$ cat config.mk
export PLATFORM = sky130hd
export DESIGN_NAME = genius_round_sequencer
export DESIGN_NICKNAME = d
export VERILOG_FILES = /design/src/rtl/genius_round_sequencer.sv
export SDC_FILE = /design/constraint.sdc
export NUM_CORES = 1
export LEC_CHECK = 0
export BUFFER_PORTS_ARGS = -buffer_cell sky130_fd_sc_hd__buf_4
export CAP_MARGIN = 30
export CORE_MARGIN = 2
export CORE_UTILIZATION = 42
export DETAILED_ROUTE_END_ITERATION = 16
export PLACE_DENSITY = 0.54
export SYNTH_ARGS = -nofsm -noshare
export SYNTH_HDL_FRONTEND = slang
export SYNTH_SLANG_ARGS = --single-unit
$ cat constraint.sdc
create_clock -name CLK -period 8.4 [get_ports CLK]
set_input_delay 1.26 -clock CLK [delete_from_list [all_inputs] [get_ports CLK]]
set_output_delay 1.26 -clock CLK [all_outputs]
set_load 0.02 [all_outputs]
$ cat src/rtl/genius_round_sequencer.sv
// Genius (Simon) round sequencer: LFSR colour sequence, timed playback/echo, win/lose detection.
// Optional input timeout is enabled by defining GENIUS_INPUT_TIMEOUT_EN (adds TIMEOUT_CYCLES).
module genius_round_sequencer #(
  parameter int unsigned MAX_LEN    = 16,
  parameter int unsigned ON_CYCLES  = 25000000,
  parameter int unsigned OFF_CYCLES = 12500000,
  parameter logic [7:0]  LFSR_SEED  = 8'hA5
`ifdef GENIUS_INPUT_TIMEOUT_EN
  ,
  parameter int unsigned TIMEOUT_CYCLES = 150000000
`endif
) (
  input  logic                               CLK,
  input  logic                               RESET,
  input  logic                               START,
  input  logic                               BTN_VALID,
  input  logic [1:0]                         BTN_COLOR,
  output logic                               VGA_FLAG,
  output logic [1:0]                         VGA,
  output logic                               VGA_LOSE,
  output logic                               VGA_WIN,
  output logic [$clog2(MAX_LEN + 1) - 1:0]   ROUND,
  output logic                               BUSY
);

  localparam int RW    = $clog2(MAX_LEN + 1);
  localparam int DEPTH = 1 << RW;

  localparam int unsigned PHASE_MAX = (ON_CYCLES > OFF_CYCLES) ? ON_CYCLES : OFF_CYCLES;
`ifdef GENIUS_INPUT_TIMEOUT_EN
  localparam int unsigned TIMER_MAX = (TIMEOUT_CYCLES > PHASE_MAX) ? TIMEOUT_CYCLES : PHASE_MAX;
`else
  localparam int unsigned TIMER_MAX = PHASE_MAX;
`endif
  // Timer only ever holds count-1, so clog2 of the largest count is enough.
  localparam int TW = (TIMER_MAX > 1) ? $clog2(TIMER_MAX) : 1;

  localparam logic [TW-1:0] ON_LOAD  = TW'(ON_CYCLES - 1);
  localparam logic [TW-1:0] OFF_LOAD = TW'(OFF_CYCLES - 1);
`ifdef GENIUS_INPUT_TIMEOUT_EN
  localparam logic [TW-1:0] TIMEOUT_LAST = TW'(TIMEOUT_CYCLES - 1);
`endif

  localparam logic [7:0] SEED_EFF = (LFSR_SEED == 8'h00) ? 8'h01 : LFSR_SEED;

  typedef enum logic [3:0] {
    S_IDLE,
    S_ADD_STEP,
    S_PLAY_ON,
    S_PLAY_OFF,
    S_WAIT_INPUT,
    S_ECHO_ON,
    S_ECHO_OFF,
    S_LOSE,
    S_WIN
  } state_t;

  state_t          state;
  state_t          next_state;
  logic [TW-1:0]   timer;
  logic [RW-1:0]   idx;
  logic [7:0]      lfsr;
  logic [1:0]      btn_q;
  logic            match_q;
  logic [1:0]      seq [DEPTH];

  logic            phase_done;
  logic            idx_last;
  logic            round_full;
  logic [1:0]      seq_at_idx;

  assign phase_done = (timer == '0);
  assign idx_last   = (idx == ROUND - RW'(1));
  assign round_full = (ROUND == RW'(MAX_LEN));
  assign seq_at_idx = seq[idx];

`ifdef GENIUS_INPUT_TIMEOUT_EN
  logic timeout_hit;
  assign timeout_hit = (timer == TIMEOUT_LAST);
`endif

  // NOTE: sequential state uses non-blocking (<=) so every register samples pre-edge values.
  always_ff @(posedge CLK or posedge RESET) begin
    if (RESET) state <= S_IDLE;
    else       state <= next_state;
  end

  // NOTE: next_state is defaulted first so no path through the case can infer a latch.
  always_comb begin
    next_state = state;
    case (state)
      S_IDLE, S_LOSE, S_WIN: if (START) next_state = S_ADD_STEP;
      S_ADD_STEP:            next_state = S_PLAY_ON;
      S_PLAY_ON:             if (phase_done) next_state = S_PLAY_OFF;
      S_PLAY_OFF:            if (phase_done) next_state = idx_last ? S_WAIT_INPUT : S_PLAY_ON;
      S_WAIT_INPUT: begin
        if (BTN_VALID) next_state = S_ECHO_ON;
`ifdef GENIUS_INPUT_TIMEOUT_EN
        else if (timeout_hit) next_state = S_LOSE;
`endif
      end
      S_ECHO_ON:             if (phase_done) next_state = S_ECHO_OFF;
      S_ECHO_OFF: begin
        if (phase_done) begin
          if (!match_q)       next_state = S_LOSE;
          else if (!idx_last) next_state = S_WAIT_INPUT;
          else if (round_full) next_state = S_WIN;
          else                next_state = S_ADD_STEP;
        end
      end
      default:               next_state = S_IDLE;
    endcase
  end

  // Phase timer reloads on every state change; WAIT_INPUT counts up only for the timeout.
  always_ff @(posedge CLK or posedge RESET) begin
    if (RESET) begin
      timer <= '0;
    end else if (next_state != state) begin
      case (next_state)
        S_PLAY_ON, S_ECHO_ON:   timer <= ON_LOAD;
        S_PLAY_OFF, S_ECHO_OFF: timer <= OFF_LOAD;
        default:                timer <= '0;
      endcase
    end
`ifdef GENIUS_INPUT_TIMEOUT_EN
    else if (state == S_WAIT_INPUT) begin
      timer <= timer + TW'(1);
    end
`endif
    else if (!phase_done) begin
      timer <= timer - TW'(1);
    end
  end

  always_ff @(posedge CLK or posedge RESET) begin
    if (RESET) begin
      ROUND   <= '0;
      idx     <= '0;
      lfsr    <= SEED_EFF;
      btn_q   <= 2'b00;
      match_q <= 1'b0;
    end else begin
      case (state)
        S_IDLE, S_LOSE, S_WIN: if (START) ROUND <= '0;
        S_ADD_STEP: begin
          ROUND <= ROUND + RW'(1);
          idx   <= '0;
          lfsr  <= {lfsr[6:0], lfsr[7] ^ lfsr[5] ^ lfsr[4] ^ lfsr[3]};
        end
        S_PLAY_OFF: if (phase_done) idx <= idx_last ? '0 : idx + RW'(1);
        S_WAIT_INPUT: begin
          if (BTN_VALID) begin
            btn_q   <= BTN_COLOR;
            match_q <= (BTN_COLOR == seq_at_idx);
          end
        end
        S_ECHO_OFF: if (phase_done && match_q && !idx_last) idx <= idx + RW'(1);
        default: ;
      endcase
    end
  end

  // NOTE: the sequence store has no reset; every entry is written before it is read.
  always_ff @(posedge CLK) begin
    if (state == S_ADD_STEP) seq[ROUND] <= lfsr[1:0];
  end

  // Outputs are registered decodes of the current state, so they trail it by one cycle.
  always_ff @(posedge CLK or posedge RESET) begin
    if (RESET) begin
      VGA_FLAG <= 1'b0;
      VGA      <= 2'b00;
      VGA_LOSE <= 1'b0;
      VGA_WIN  <= 1'b0;
      BUSY     <= 1'b0;
    end else begin
      VGA_FLAG <= (state == S_PLAY_ON) || (state == S_ECHO_ON);
      VGA      <= (state == S_PLAY_ON) ? seq_at_idx :
                  (state == S_ECHO_ON) ? btn_q : 2'b00;
      VGA_LOSE <= (state == S_LOSE);
      VGA_WIN  <= (state == S_WIN);
      BUSY     <= !(state inside {S_IDLE, S_WAIT_INPUT, S_LOSE, S_WIN});
    end
  end

endmodule

==> run metrics, run 1 <==
Clock Path Buffers=2; Synth Net Count=504; routed wire length=12.4 mm; Die Wd=122 um; cell with the most instances after synthesis=edfxtp_1; Hold Crit Class=reg -> reg; Main synth FF type=edfxtp_1; Max-Cap Viols=0; fin. max-slew vios=0; IO Pins=17; clk root buf=clkbuf_16; status=finished, final reports clean; fin area=6790 um^2; max frequency=0.265 GHz; met3 Use GR=4.97%; Yosys warning count=0; overflow left after global routing=0; vias after detailed routing=3821; top-area cell type share of the netlist area=32.6%; Worst-Skew Late Latency=430 ps; pwr/cell area=325 nW/um^2; Hold Path End=lfsr[7]$_DFFE_PP1P_; CTS tree=done; postcts setup bufs=0; gp weighted congestion=0.834; Synth Register Bits=120; core area=13800 um^2; GR met1 Demand/Resource=23.5%; dpl hpwl=7.98 mm; Area after DPL=6180 um^2; worst hold margin=465 ps; number of buffers created by CTS=17; Layout Skew=6.68 ps; layout cells sized above 1=20.9%; number of vias per cell=5.45; # rows=43; Gates resized, CTS repair=0; Crit Path Class=reg -> reg; fin cells=701; final number of hold-violating endpoints=0; Synth Instances=492; wire per inst=17.7 um; post-route minimum period=3770 ps; Syn Area/Cell=12.0 um^2; number of nets in the layout=520; CTS clk-pin slew, worst paths=50 ps; Ant. Diodes=0; Die H=122 um; maximum VDD drop=0.185 mV; drt pass-1 iters=7; Worst R2R End=timer[20]$_DFFE_PP0P_; GR Layer Usage met2=29.9%; Netlist Area Pre-Place=5890 um^2; top cells by area, synth=edfxtp_1, dfrtp_1, mux4_2; PortBufs=16; drt initial violations=370; Layout area overhead=15.4%; worst r2r src=timer[0]$_DFFE_PP0P_; grt peak-use layer=met2; Leakage=2.57 nW; Global Route Usage Sum=18.5%; Post-synth ARST share=46.7%; FF-to-FF path depth=12; Post-DRT Antenna Nets=0; Commonest cells post-synth=edfxtp_1, nand2_1, nor2_1; largest area contributor in the netlist=edfxtp_1; flop-to-flop setup slack=4630 ps; Slew @ Worst Pin=930 ps; RSZ-0062 raised after global routing=no; crit path from=timer[0]$_DFFE_PP0P_; Crit Path Max Fanout=23; H-tree depth=4; Post-synth EDFFs=64; vias in the first global route=3874; sequential share of the synthesized area=56.5%; first-pass GRT wire length=20.4 mm; CP Launch Type=flip-flop; clk sinks=120; drt drc=0; Distinct cells, synth=68; Critical Path RT=8690 ps; Final period util=44.9%; Worst Setup End Kind=flip-flop; placed cell count=669; die area=15000 um^2; Starting Density=42.8%; initial antenna violation count=0; Worst Path Arrival=4060 ps; hold_buf cts=0; hold path start=lfsr[6]$_DFFE_PP0P_; pin count of the biggest net entering global routing=57; WHS Path Cells=2; Sum Neg Setup Slack=0 ps; slew margin rel.=38.0%; final setup vio count=0
[per-layer routing]
layer | wire [um] | part of all wire (%)
met1 | 5700 | 46
met2 | 6030 | 49
met5 | 0 | 0
met3 | 511 | 4.1
met4 | 188 | 1.5
[power breakdown]
part / internal (mW) / leakage [nW] / switching (mW) / total [mW]
Clock: 0.472 / 0.293 / 0.281 / 0.752
Combinational: 0.280 / 0.981 / 0.365 / 0.645
Sequential: 0.697 / 1.30 / 0.114 / 0.811
[through the flow]
stage,power (mW),setup slack [ps],util [%]
after floorplan,1.31,5500,-
after global placement,1.45,4510,44.6
after detailed placement,1.47,4620,44.9
after CTS,2.23,4580,49.3
after global routing,2.34,4280,49.3
final,2.21,4630,49.3
[kinds of logic (layout without fill, tap and decap cells)]
logic type      count (synthesis)  after routing  synth area share (%)
buf+inv                        36             65                  2.76
flops                         120            120                  56.5
xor+xnor                       33             33                  4.91
compound gates                 75             75                  9.31
mux                            28             28                  9.05
fa+ha+maj                       7              7                  1.47
simple gates                  193            193                  16.0
[worst max-delay path, stage by stage (launching register included)]
cell and delay (ps):
dfrtp_1 390, inv_1 100, ha_1 200, nor4b_1 330, and3_1 260, nand3_1 520
maj3_2 580, nand2_1 120, a221oi_4 70, buf_4 230, nor3b_2 570, buf_6 230
a21oi_1 50
[worst max-delay path by stage]
| stage | cells past startpoint | to |
|---|---|---|
| finish | 12 | timer[20]$_DFFE_PP0P_ |
| global route | 12 | timer[20]$_DFFE_PP0P_ |
| CTS | 12 | timer[20]$_DFFE_PP0P_ |
| detailed placement | 12 | timer[20]$_DFFE_PP0P_ |
| global placement | 11 | timer[20]$_DFFE_PP0P_ |
| floorplan | 11 | timer[10]$_DFFE_PP0P_ |
[area by class of cell]
cell class | instances | area, um^2
clock inverter | 15 | 190
multi-input combinational | 336 | 2400
sequential | 120 | 3330
timing repair buffer | 21 | 181
fill | 1255 | 6980
clock buffer | 17 | 425
inverter | 12 | 45.0
tap | 180 | 225
[state kept, by name, indices dropped and copies added, names as in the netlist]
signal    flops
idx           5
VGA_FLAG      1
VGA_WIN       1
lfsr          8
match_q       1
VGA_LOSE      1
btn_q         2
ROUND         5
timer        25
BUSY          1
state         4
seq          64
VGA           2
[layout by cell type, fill, tap and decap left out, types with 3 or more instances in the layout]
| master | n |
|---|---|
| edfxtp_1 | 64 |
| nand2_1 | 63 |
| nor2_1 | 57 |
| dfrtp_1 | 52 |
| mux4_2 | 20 |
| buf_4 | 19 |
| xnor2_1 | 17 |
| clkbuf_16 | 17 |
| xor2_1 | 16 |
| o21ai_0 | 16 |
| nor3_1 | 12 |
| inv_1 | 11 |
| a21oi_1 | 11 |
| a21oi_2 | 11 |
| nand3_1 | 8 |
| or3_1 | 8 |
| o21ai_1 | 7 |
| nor4_1 | 7 |
| mux2i_1 | 6 |
| nor2b_1 | 6 |
| ha_1 | 6 |
| nand3b_1 | 4 |
| and3_1 | 4 |
| inv_6 | 4 |
| dfstp_2 | 4 |
| nand2b_1 | 3 |
| and2_1 | 3 |
| a211oi_1 | 3 |
| bufinv_16 | 3 |
| clkinvlp_4 | 3 |
| clkinv_4 | 3 |
Note: power is estimated with default switching activity, not from simulation.
==> run 2, diff against run 1 <==
Settings changed: PLACE_DENSITY 0.54 to 0.57.
Clock period 8.4 ns to 3.2 ns, I/O delays scaled along.
==> run metrics, run 2 (synthesis gave the netlist of run 1 again) <==
IO Pins=17 (unchanged); PortBufs=16 (unchanged); CP Cell Sequence=inv_1 > ha_1 > nor4b_1 > and3_1 > nand3_1 > buf_4 > a211o_1 > a32o_2 > nor3_2 > nor3b_2 > buf_4 > a21oi_1; Area after DPL=6270 um^2 (+1.6%); Gate power share=32.7% (+3.5 points); fin cells=715 (+2.0%); number of flip-flops in the largest register=64 (unchanged); Crit Path Max Fanout=12 (-48%); number of vias per cell=5.45 (about the same); wire per inst=17.2 um (-3.1%); Worst Path Arrival=3210 ps (-850 ps); Global Route Usage Sum=17.9% (-0.60 points); max frequency=0.348 GHz (+31%); status=finished, final reports clean; Worst Setup End Kind=flip-flop; Ant. Diodes=0 (unchanged); dpl hpwl=8.24 mm (+3.2%); postcts setup bufs=0 (unchanged); drt drc=0 (unchanged); number of buffers created by CTS=17 (unchanged); Critical Path RT=3530 ps (-5160 ps); slew margin rel.=60.1% (+22 points); register share of total power=35.5% (-1.2 points); gp weighted congestion=0.825 (-1.1%); Final period util=89.8% (+45 points); drt pass-1 iters=4 (-3); H-tree depth=4 (unchanged); clk sinks=120 (unchanged); Die H=122 um (unchanged); net switching power=1.94 mW (+160%); vias after detailed routing=3896 (+2.0%); die area=15000 um^2 (unchanged); Gates resized, CTS repair=0 (unchanged); worst setup margin=325 ps (-4310 ps); pin count of the biggest net entering global routing=36 (-37%); Pint=3.77 mW (+160%); Starting Density=42.8% (unchanged); pwr/cell area=834 nW/um^2 (+160%); post-route minimum period=2870 ps (-894 ps); core area=13800 um^2 (unchanged); CTS tree=done; vias in the first global route=3982 (+2.8%); clk root buf=clkbuf_16; CP Launch Type=flip-flop; DP Worst Slack=291 ps (-4330 ps); initial antenna violation count=0 (unchanged); RSZ-0062 raised after global routing=no; Top reg by flops=seq; max incr delay on CP=390 ps (-190 ps); Worst-Skew Late Latency=420 ps (about the same); Finished Core Util=49.7% (+0.34 points); number of nets in the layout=535 (+2.9%); maximum VDD drop=0.473 mV (+160%); Die Wd=122 um (unchanged); commonest non-fill, non-tap cell in the layout=edfxtp_1; Post-DRT Antenna Nets=0 (unchanged); Leakage=2.61 nW (+1.3%); fin area=6840 um^2 (+0.68%); layout cells sized above 1=22.6% (+1.7 points); Clock Power Share=31.9% (-2.2 points); hold_buf cts=0 (unchanged); Regs by FF count=seq x64, timer x25, lfsr x8; routed wire length=12.3 mm (-1.2%); first-pass GRT wire length=20.1 mm (-1.4%); Max-Cap Viols=0 (unchanged); final number of hold-violating endpoints=0 (unchanged); switching share of total power=34.0% (-0.40 points); Layout area overhead=16.1%; overflow left after global routing=0 (unchanged); CTS clk-pin slew, worst paths=60 ps (about the same); Slowest cell on crit path=dfrtp_1; drt initial violations=345 (-6.8%); Slew @ Worst Pin=599 ps (-331 ps); most frequent cells in the layout=edfxtp_1, nand2_1, nor2_1; # rows=43 (unchanged); Crit Path Class=reg -> reg; fin. max-slew vios=0 (unchanged); final setup vio count=0 (unchanged); Sum Neg Setup Slack=0 ps (unchanged); Clock Path Buffers=2 (unchanged); placed cell count=684 (+2.2%); CP most frequent cell=buf_4; Hold Crit Class=in -> async; Layout Skew=12.5 ps (+5.80 ps)
run 2: cell types whose count changed in the layout (fill, tap and decap cells not counted), sizes merged:
| cell | change |
|---|---|
| buf | +15 |
| bufinv | -1 |
| clkbuf | +2 |
| clkinv | -1 |
| clkinvlp | +2 |
| inv | -3 |
run 2: path summary, 6_finish.rpt:
kind | from | to | slack (ps) | depth (start not counted)
max | timer[0]$_DFFE_PP0P_ | timer[21]$_DFFE_PP0P_ | 330 | 12
min | RESET | lfsr[4]$_DFFE_PP0P_ | 90 | 2
max reg2reg | timer[0]$_DFFE_PP0P_ | timer[21]$_DFFE_PP0P_ | 330 | 12
min reg2reg | lfsr[2]$_DFFE_PP1P_ | lfsr[2]$_DFFE_PP1P_ | 470 | 2
max in group asynchronous | RESET | lfsr[7]$_DFFE_PP1P_ | 2280 | 3
min in group CLK | BTN_COLOR[1] | btn_q[1]$_DFFE_PP0P_ | 320 | 2
run 2: worst max-delay path, delay by kind of cell (launching register included):
| family | cells | cell delay [ps] |
|---|---|---|
| and+or+nand+nor | 5 | 1030 |
| AOI/OAI and AO/OA | 3 | 650 |
| adders and majority gates | 1 | 200 |
| DFF | 1 | 390 |
| buffers and inverters | 3 | 520 |
run 2: layout make-up:
type / count / area, um^2
timing repair buffer: 36 / 278
tap: 180 / 225
inverter: 12 / 45.0
fill: 1265 / 6930
clock inverter: 12 / 128
sequential: 120 / 3330
clock buffer: 19 / 433
multi-input combinational: 336 / 2400
run 2: layer usage:
metal | up-vias | GRT usage [%] | wire (um)
met3 | 13 | 4.04 | 490
met2 | 102 | 29.1 | 6100
met1 | 1933 | 23.5 | 5580
met4 | 0 | 6.97 | 123
met5 | - | 0 | 0
li1 | 1848 | - | -
run 2: power by group through the flow:
stage	logic (mW)	registers, mW	clock network, mW
floorplan	1.37	2.06	0
global placement	1.84	2.04	0
detailed placement	1.87	2.04	0
CTS	1.87	2.02	1.86
global route	2.07	2.05	1.93
finish	1.86	2.02	1.82
run 2: stage by stage:
stage	total power, mW	hold slack (ps)
2_1_floorplan	3.43	439
3_3_place_gp	3.88	448
3_5_place_dp	3.92	463
4_1_cts	5.76	94.3
5_1_grt	6.05	130
6_report	5.70	89.4
